File: config.mk
export PLATFORM = sky130hd
export DESIGN_NAME = tape_fetch_flat
export DESIGN_NICKNAME = d
export VERILOG_FILES = /design/src/rtl/tape_fetch_pkg.sv /design/src/rtl/tape_fetch_if.sv /design/src/rtl/byte_fifo.sv /design/src/rtl/tape_fetch.sv /design/src/flat_wrapper.sv
export SDC_FILE = /design/constraint.sdc
export NUM_CORES = 1
export LEC_CHECK = 0
export ABC_AREA = 1
export BUFFER_PORTS_ARGS = -buffer_cell sky130_fd_sc_hd__buf_2
export CAP_MARGIN = 20
export CORE_MARGIN = 2
export CORE_UTILIZATION = 45
export CTS_BUF_LIST = sky130_fd_sc_hd__clkbuf_2
export DETAILED_ROUTE_END_ITERATION = 7
export SYNTH_ARGS = -nofsm -noshare
export SYNTH_HDL_FRONTEND = slang
export SYNTH_SLANG_ARGS = --single-unit
export TNS_END_PERCENT = 50
File: constraint.sdc
create_clock -name clk -period 4.6 [get_ports clk]
set_input_delay 0.46 -clock clk [delete_from_list [all_inputs] [get_ports clk]]
set_output_delay 0.46 -clock clk [all_outputs]
set_load 0.03 [all_outputs]
File: src/rtl/tape_fetch_pkg.sv
// tape_fetch_pkg: FSM encoding, address width and default prefetch depth
// shared by the tape fetch path.
package tape_fetch_pkg;
    localparam int AW = 23;
    localparam int FIFO_DEPTH_DEF = 8;
    typedef enum logic [2:0] {IDLE, FETCH, WAIT, HOLD, ABORTING} state_t;
endpackage

File: src/rtl/tape_fetch_if.sv
// tape_fetch_if: SDRAM tape port plus byte stream output; master is the fetcher.
interface tape_fetch_if;
    import tape_fetch_pkg::*;
    logic [AW-1:0] tape_addr;
    logic          tape_rd;
    logic [7:0]    tape_dout;
    logic          tape_ack;
    logic [7:0]    dout;
    logic          dout_valid;
    logic          dout_ready;
    modport master (output tape_addr, tape_rd, dout, dout_valid, input tape_dout, tape_ack, dout_ready);
    modport slave (input tape_addr, tape_rd, dout, dout_valid, output tape_dout, tape_ack, dout_ready);
endinterface

File: src/rtl/byte_fifo.sv
// byte_fifo: prefetch byte FIFO; push on full is accepted when a pop happens
// in the same cycle, pop on empty is ignored.
module byte_fifo #(
    parameter int DEPTH = tape_fetch_pkg::FIFO_DEPTH_DEF
) (
    input  logic                   clk,
    input  logic                   reset_n,
    input  logic                   clear,
    input  logic                   push,
    input  logic                   pop,
    input  logic [7:0]             din,
    output logic [7:0]             dout,
    output logic                   full,
    output logic                   empty,
    output logic [$clog2(DEPTH):0] count
);
    localparam int PW = $clog2(DEPTH);
    logic [7:0] mem [DEPTH];
    logic [PW:0] wp, rp;
    logic do_push, do_pop;
    assign count = wp - rp;
    assign empty = count == '0;
    assign full = count == (PW+1)'(DEPTH);
    assign do_pop = pop & ~empty;
    assign do_push = push & (~full | pop);
    assign dout = empty ? 8'h00 : mem[rp[PW-1:0]];
    always_ff @(posedge clk or negedge reset_n) begin
        if (!reset_n) begin
            wp <= '0;
            rp <= '0;
        end else if (clear) begin
            wp <= '0;
            rp <= '0;
        end else begin
            wp <= wp + (PW+1)'(do_push);
            rp <= rp + (PW+1)'(do_pop);
        end
    end
    always_ff @(posedge clk)
        if (do_push && !clear) mem[wp[PW-1:0]] <= din;
endmodule

File: src/rtl/tape_fetch.sv
// tape_fetch: streams a byte range out of SDRAM through a toggle-ack tape port
// into a small prefetch FIFO, one outstanding request at a time.
module tape_fetch
    import tape_fetch_pkg::*;
#(
    parameter int FIFO_DEPTH = FIFO_DEPTH_DEF
) (
    input  logic          clk,
    input  logic          reset_n,
    input  logic          start,
    input  logic          abort,
    input  logic [AW-1:0] base_addr,
    input  logic [AW-1:0] length,
    tape_fetch_if.master  bus,
    output logic          busy,
    output logic          done,
    output logic [AW-1:0] fetched
);
    localparam int CW = $clog2(FIFO_DEPTH) + 1;
    state_t state, nxt;
    logic [AW-1:0] base, len;
    logic ack_seen, draining, ack_tog, last, would_full, pop_fire;
    logic start_ok, issue, push, clear, done_nxt;
    logic full, empty;
    logic [CW-1:0] count;
    assign ack_tog = bus.tape_ack != ack_seen;
    assign pop_fire = bus.dout_ready & ~empty;
    assign last = (fetched + AW'(1)) == len;
    assign would_full = ~pop_fire & (count == CW'(FIFO_DEPTH - 1));
    assign bus.dout_valid = ~empty;
    always_ff @(posedge clk or negedge reset_n)
        if (!reset_n) state <= IDLE;
        else state <= nxt;
    always_comb begin
        nxt = state;
        case (state)
            IDLE:     nxt = (start_ok && length != '0) ? FETCH : IDLE;
            FETCH:    nxt = abort ? IDLE : WAIT;
            WAIT:     nxt = ack_tog ? ((abort || last) ? IDLE : would_full ? HOLD : FETCH)
                                    : (abort ? ABORTING : WAIT);
            HOLD:     nxt = abort ? IDLE : (!full ? FETCH : HOLD);
            ABORTING: nxt = ack_tog ? IDLE : ABORTING;
            default:  nxt = IDLE;
        endcase
    end
    always_comb begin
        start_ok = state == IDLE && start && !abort && !draining;
        issue = state == FETCH && !abort;
        push = state == WAIT && ack_tog && !abort;
        clear = start_ok || (abort && state inside {IDLE, FETCH, HOLD})
              || (ack_tog && (state == ABORTING || (state == WAIT && abort)));
        done_nxt = (start_ok && length == '0) || (draining && pop_fire && count == CW'(1) && !abort);
        busy = state != IDLE || draining;
    end
    // draining keeps the stream busy after the last fetch until the FIFO empties
    always_ff @(posedge clk or negedge reset_n) begin
        if (!reset_n) begin
            base <= '0;
            len <= '0;
            fetched <= '0;
            ack_seen <= 1'b0;
            draining <= 1'b0;
            done <= 1'b0;
            bus.tape_rd <= 1'b0;
            bus.tape_addr <= '0;
        end else begin
            ack_seen <= (state == WAIT || state == ABORTING) ? ack_seen : bus.tape_ack;
            done <= done_nxt;
            draining <= (push && last) || (draining && !done_nxt && !abort);
            fetched <= start_ok ? '0 : fetched + AW'(push);
            if (start_ok) begin
                base <= base_addr;
                len <= length;
            end
            if (issue) begin
                bus.tape_rd <= 1'b1;
                bus.tape_addr <= base + fetched;
            end else if (ack_tog && (state == WAIT || state == ABORTING)) begin
                bus.tape_rd <= 1'b0;
            end
        end
    end
    byte_fifo #(.DEPTH(FIFO_DEPTH)) u_fifo (
        .clk(clk),
        .reset_n(reset_n),
        .clear(clear),
        .push(push),
        .pop(bus.dout_ready),
        .din(bus.tape_dout),
        .dout(bus.dout),
        .full(full),
        .empty(empty),
        .count(count)
    );
endmodule
File: src/flat_wrapper.sv
// flat-port wrapper written by rule: the top's interface ports become plain ports
module tape_fetch_flat import tape_fetch_pkg::*;
#(
    parameter int FIFO_DEPTH = FIFO_DEPTH_DEF
)
  (clk, reset_n, start, abort, base_addr, length, busy, done, fetched, bus_tape_addr, bus_tape_rd, bus_dout, bus_dout_valid, bus_tape_dout, bus_tape_ack, bus_dout_ready);
  tape_fetch_if bus_i ();
  input  logic clk;
  input  logic reset_n;
  input  logic start;
  input  logic abort;
  input  logic [AW-1:0] base_addr;
  input  logic [AW-1:0] length;
  output logic busy;
  output logic done;
  output logic [AW-1:0] fetched;
  output wire logic [$bits(bus_i.tape_addr)-1:0] bus_tape_addr;
  output wire logic [$bits(bus_i.tape_rd)-1:0] bus_tape_rd;
  output wire logic [$bits(bus_i.dout)-1:0] bus_dout;
  output wire logic [$bits(bus_i.dout_valid)-1:0] bus_dout_valid;
  input wire logic [$bits(bus_i.tape_dout)-1:0] bus_tape_dout;
  input wire logic [$bits(bus_i.tape_ack)-1:0] bus_tape_ack;
  input wire logic [$bits(bus_i.dout_ready)-1:0] bus_dout_ready;
  assign bus_tape_addr = bus_i.tape_addr;
  assign bus_tape_rd = bus_i.tape_rd;
  assign bus_dout = bus_i.dout;
  assign bus_dout_valid = bus_i.dout_valid;
  assign bus_i.tape_dout = bus_tape_dout;
  assign bus_i.tape_ack = bus_tape_ack;
  assign bus_i.dout_ready = bus_dout_ready;
  tape_fetch #(.FIFO_DEPTH(FIFO_DEPTH)) u_core (.clk(clk), .reset_n(reset_n), .start(start), .abort(abort), .base_addr(base_addr), .length(length), .bus(bus_i), .busy(busy), .done(done), .fetched(fetched));
endmodule
==> impl_metrics.csv <==
group,metric,value,unit
status,status,"finished clean",
sta,finalCritPeriodShare,89.37,%
clock_network,cts_setup_buffers,0,
pwr,power.leakage,5.247,nW
detailed_routing,drc,0,
global_routing,grt_usage,23.30,%
clock_network,cts_root_buf,"clkbuf_2",
clock_network,hold_buffers,56,
sta,finalCriticalPeriod,4111,ps
global_routing,overflow,0,
yosys,syn_nets,1201,
clock_network,clk_pin_slew_worst_paths,280,ps
global_routing,grt_max_degree,74,
finish,layout_commonest_cell,"nand2_1",
sta,rsz0062_at_grt,"false",
worst_setup_path,crit_arrival,3650,ps
sta,finalSetupTns,0,ps
floorplanning,core_area,20170,um^2
yosys,synth_cells,1107,
min_path,hold_class,"input pin to flip-flop",
floorplanning,io_pins,118,
floorplanning,die_area,21700,um^2
finish,num-nets-final,1378,
global_routing,antenna_found_initial,1,
floorplanning,die_h,147.3,um
sta,finalMaxSlewViolations,0,
sta,layout_setup_ws,488.8,ps
floorplanning,rows,52,
worst_setup_path,crit_type,"flip-flop to output port",
finish,fillers,1945,
worst_setup_path,crit_required,4140,ps
placed_design,dp.final_hpwl,17.40,mm
pwr,ir_drop,0.0001929,V
yosys,synthArstFlopShare,62.57,%
floorplanning,initial_core_util,45.83,%
finish,multi_input_area,4094,um^2
sta,slew_headroom,38.81,%
worst_setup_path,setup.worst_path.end_class,"output port",
floorplanning,die_w,147.3,um
pwr,cellPowerDensity,441.6,nW/um^2
detailed_routing,firstDrtPassIters,5,
sta,tightest_slew,917.9,ps
sta,final_hold_viol_count,0,
worst_setup_path,start_kind,"flip-flop",
sta,setup_viol,0,
finish,layout-drive-gt1-share,16.11,%
yosys,synth_cell_types,37,
pwr,power,4.875,mW
yosys,synth_edf_count,64,
finish,final_cell_mix,"329 x nand2_1, 116 x buf_2, 111 x inv_1",
detailed_routing,antenna_left,0,
placed_design,place_area,10160,um^2
finish,area_growth,19.44,%
sta,fin_skew,34.38,ps
detailed_routing,wl_per_cell,15.28,um
clock_network,cts_buffer_depth,2,
placed_design,gp_congestion,0.9141,
yosys,synth-seq-cells,171,
placed_design,port_buffers,117,
detailed_routing,dr_total_vias,7891,
detailed_routing,drt_iter0_drc,589,
finish,regArea,4599,um^2
yosys,syn_area,9243,um^2
run,timing.max_cap.violations,0,
clock_network,clkLatencyLatePin,770,ps
clock_network,cts_buffers,17,
finish,fin_area,11040,um^2
yosys,seq_area_frac_synth,49.76,%
clock_network,cts_tree,"built",
global_routing,grt_pass1_wl,39.56,mm
worst_setup_path,worst-path-max-fanout,19,
clock_network,post_cts_resized,0,
yosys,synth_flop_cell,"dfrtp_1",
clock_network,clkSinkCount,171,
placed_design,dp_slack,1074,ps
yosys,avgSynthCellArea,8.349,um^2
detailed_routing,drt-total-wl,23.96,mm
sta,max_freq,0.2432,GHz
yosys,yosys_warnings,0,
clock_network,htree_levels,4,
global_routing,grt_pass1_vias,7658,
detailed_routing,vias_per_cell,5.033,
## logic make-up (layout without fill, tap and decap cells)
group / after synthesis / count (layout) / share of synthesized area (%)
and+or+nand+nor: 531 / 531 / 24.15
DFF: 171 / 171 / 49.76
AOI/OAI and AO/OA: 166 / 166 / 9.354
buffers and inverters: 147 / 337 / 6.010
xor gates and xnor gates: 41 / 41 / 3.885
adders and majority gates: 34 / 34 / 4.765
muxes: 17 / 17 / 2.071
other: 0 / 1 / 0
## cell type report
class / instances / area share, %
Clock inverter: 15 / 1.881
Multi-Input combinational cell: 789 / 37.09
Sequential cell: 171 / 41.66
Clock buffer: 17 / 0.7707
Timing Repair Buffer: 186 / 11.47
Antenna cell: 1 / 0.02267
Inverter: 119 / 4.046
Tap cell: 270 / 3.060
## worst paths after layout
check | depth (start not counted) | end | slack [ps] | from
max | 9 | bus_dout[7] | 490 | u_core.u_fifo.rp[1]
min | 4 | u_core.state[0] | 100 | abort
max reg2reg | 11 | u_core.u_fifo.mem[7][7] | 1010 | u_core.u_fifo.rp[1]
min reg2reg | 2 | u_core.bus.tape_addr[0] | 510 | u_core.bus.tape_addr[0]
max in group asynchronous | 3 | u_core.len[16] | 3310 | reset_n
min in group asynchronous | 2 | u_core.len[3] | 290 | reset_n
## synthesized netlist by cell type, types with 3 or more instances
master	n	area (um^2)
ha_1	32	400.4
xnor2_1	16	140.1
nor4_1	10	62.56
nand2_2	7	43.79
clkinv_1	4	15.01
mux2_2	17	191.4
o21ai_0	92	460.4
nand4_1	12	75.07
edfxtp_1	64	1922
o21bai_1	4	30.03
nor2_2	5	31.28
dfrtp_1	107	2678
inv_1	111	416.7
nand2_1	329	1235
clkbuf_1	26	97.59
nor2_1	84	315.3
a21oi_1	60	300.3
or2_2	8	50.05
xor2_1	25	219.0
nor2_4	4	45.04
o211ai_1	3	22.52
nor3_1	14	70.07
nand3b_1	3	22.52
inv_2	4	15.01
nand3_1	51	255.2
## through the flow
stage | hold slack, ps | util (%) | cells
after floorplan | 164.4 | - | 1107
after global placement | 452.2 | 50.35 | 1478
after detailed placement | 457.3 | 50.35 | 1478
after CTS | 17.25 | 54.58 | 1566
after global routing | 53.68 | 54.73 | 1568
final | 99.26 | 54.73 | 1568
## state kept, by name (all words and copies together) (netlist names)
signal / flops
u_core.ack_seen: 1
u_core.base: 23
u_core.bus.tape_addr: 23
u_core.bus.tape_rd: 1
u_core.done: 1
u_core.draining: 1
u_core.fetched: 23
u_core.len: 23
u_core.state: 3
u_core.u_fifo.mem: 64
u_core.u_fifo.rp: 4
u_core.u_fifo.wp: 4
## per-layer routing
metal  track usage, %  vias to the layer above  wire length, um
li1                 -                     3985                -
met1            35.45                     3626            12000
met2            34.04                      253            10190
met3            4.348                       27             1365
met4            6.587                        0              397
met5                0                        -                0
## critical path, cell delays in order (launching register included)
cell	delay (ps)
dfrtp_1	750
clkinv_1	580
fa_1	580
xor2_1	180
inv_1	80
nand3_1	90
nor2_1	150
buf_4	210
nor2_1	70
buf_2	170
## report_power, final
part | switching, mW | internal, mW
Clock | 0.593 | 0.328
Sequential | 0.204 | 1.88
Combinational | 1.21 | 0.661
Total | 2.01 | 2.87
No activity file was read; power rests on OpenSTA's default activity.
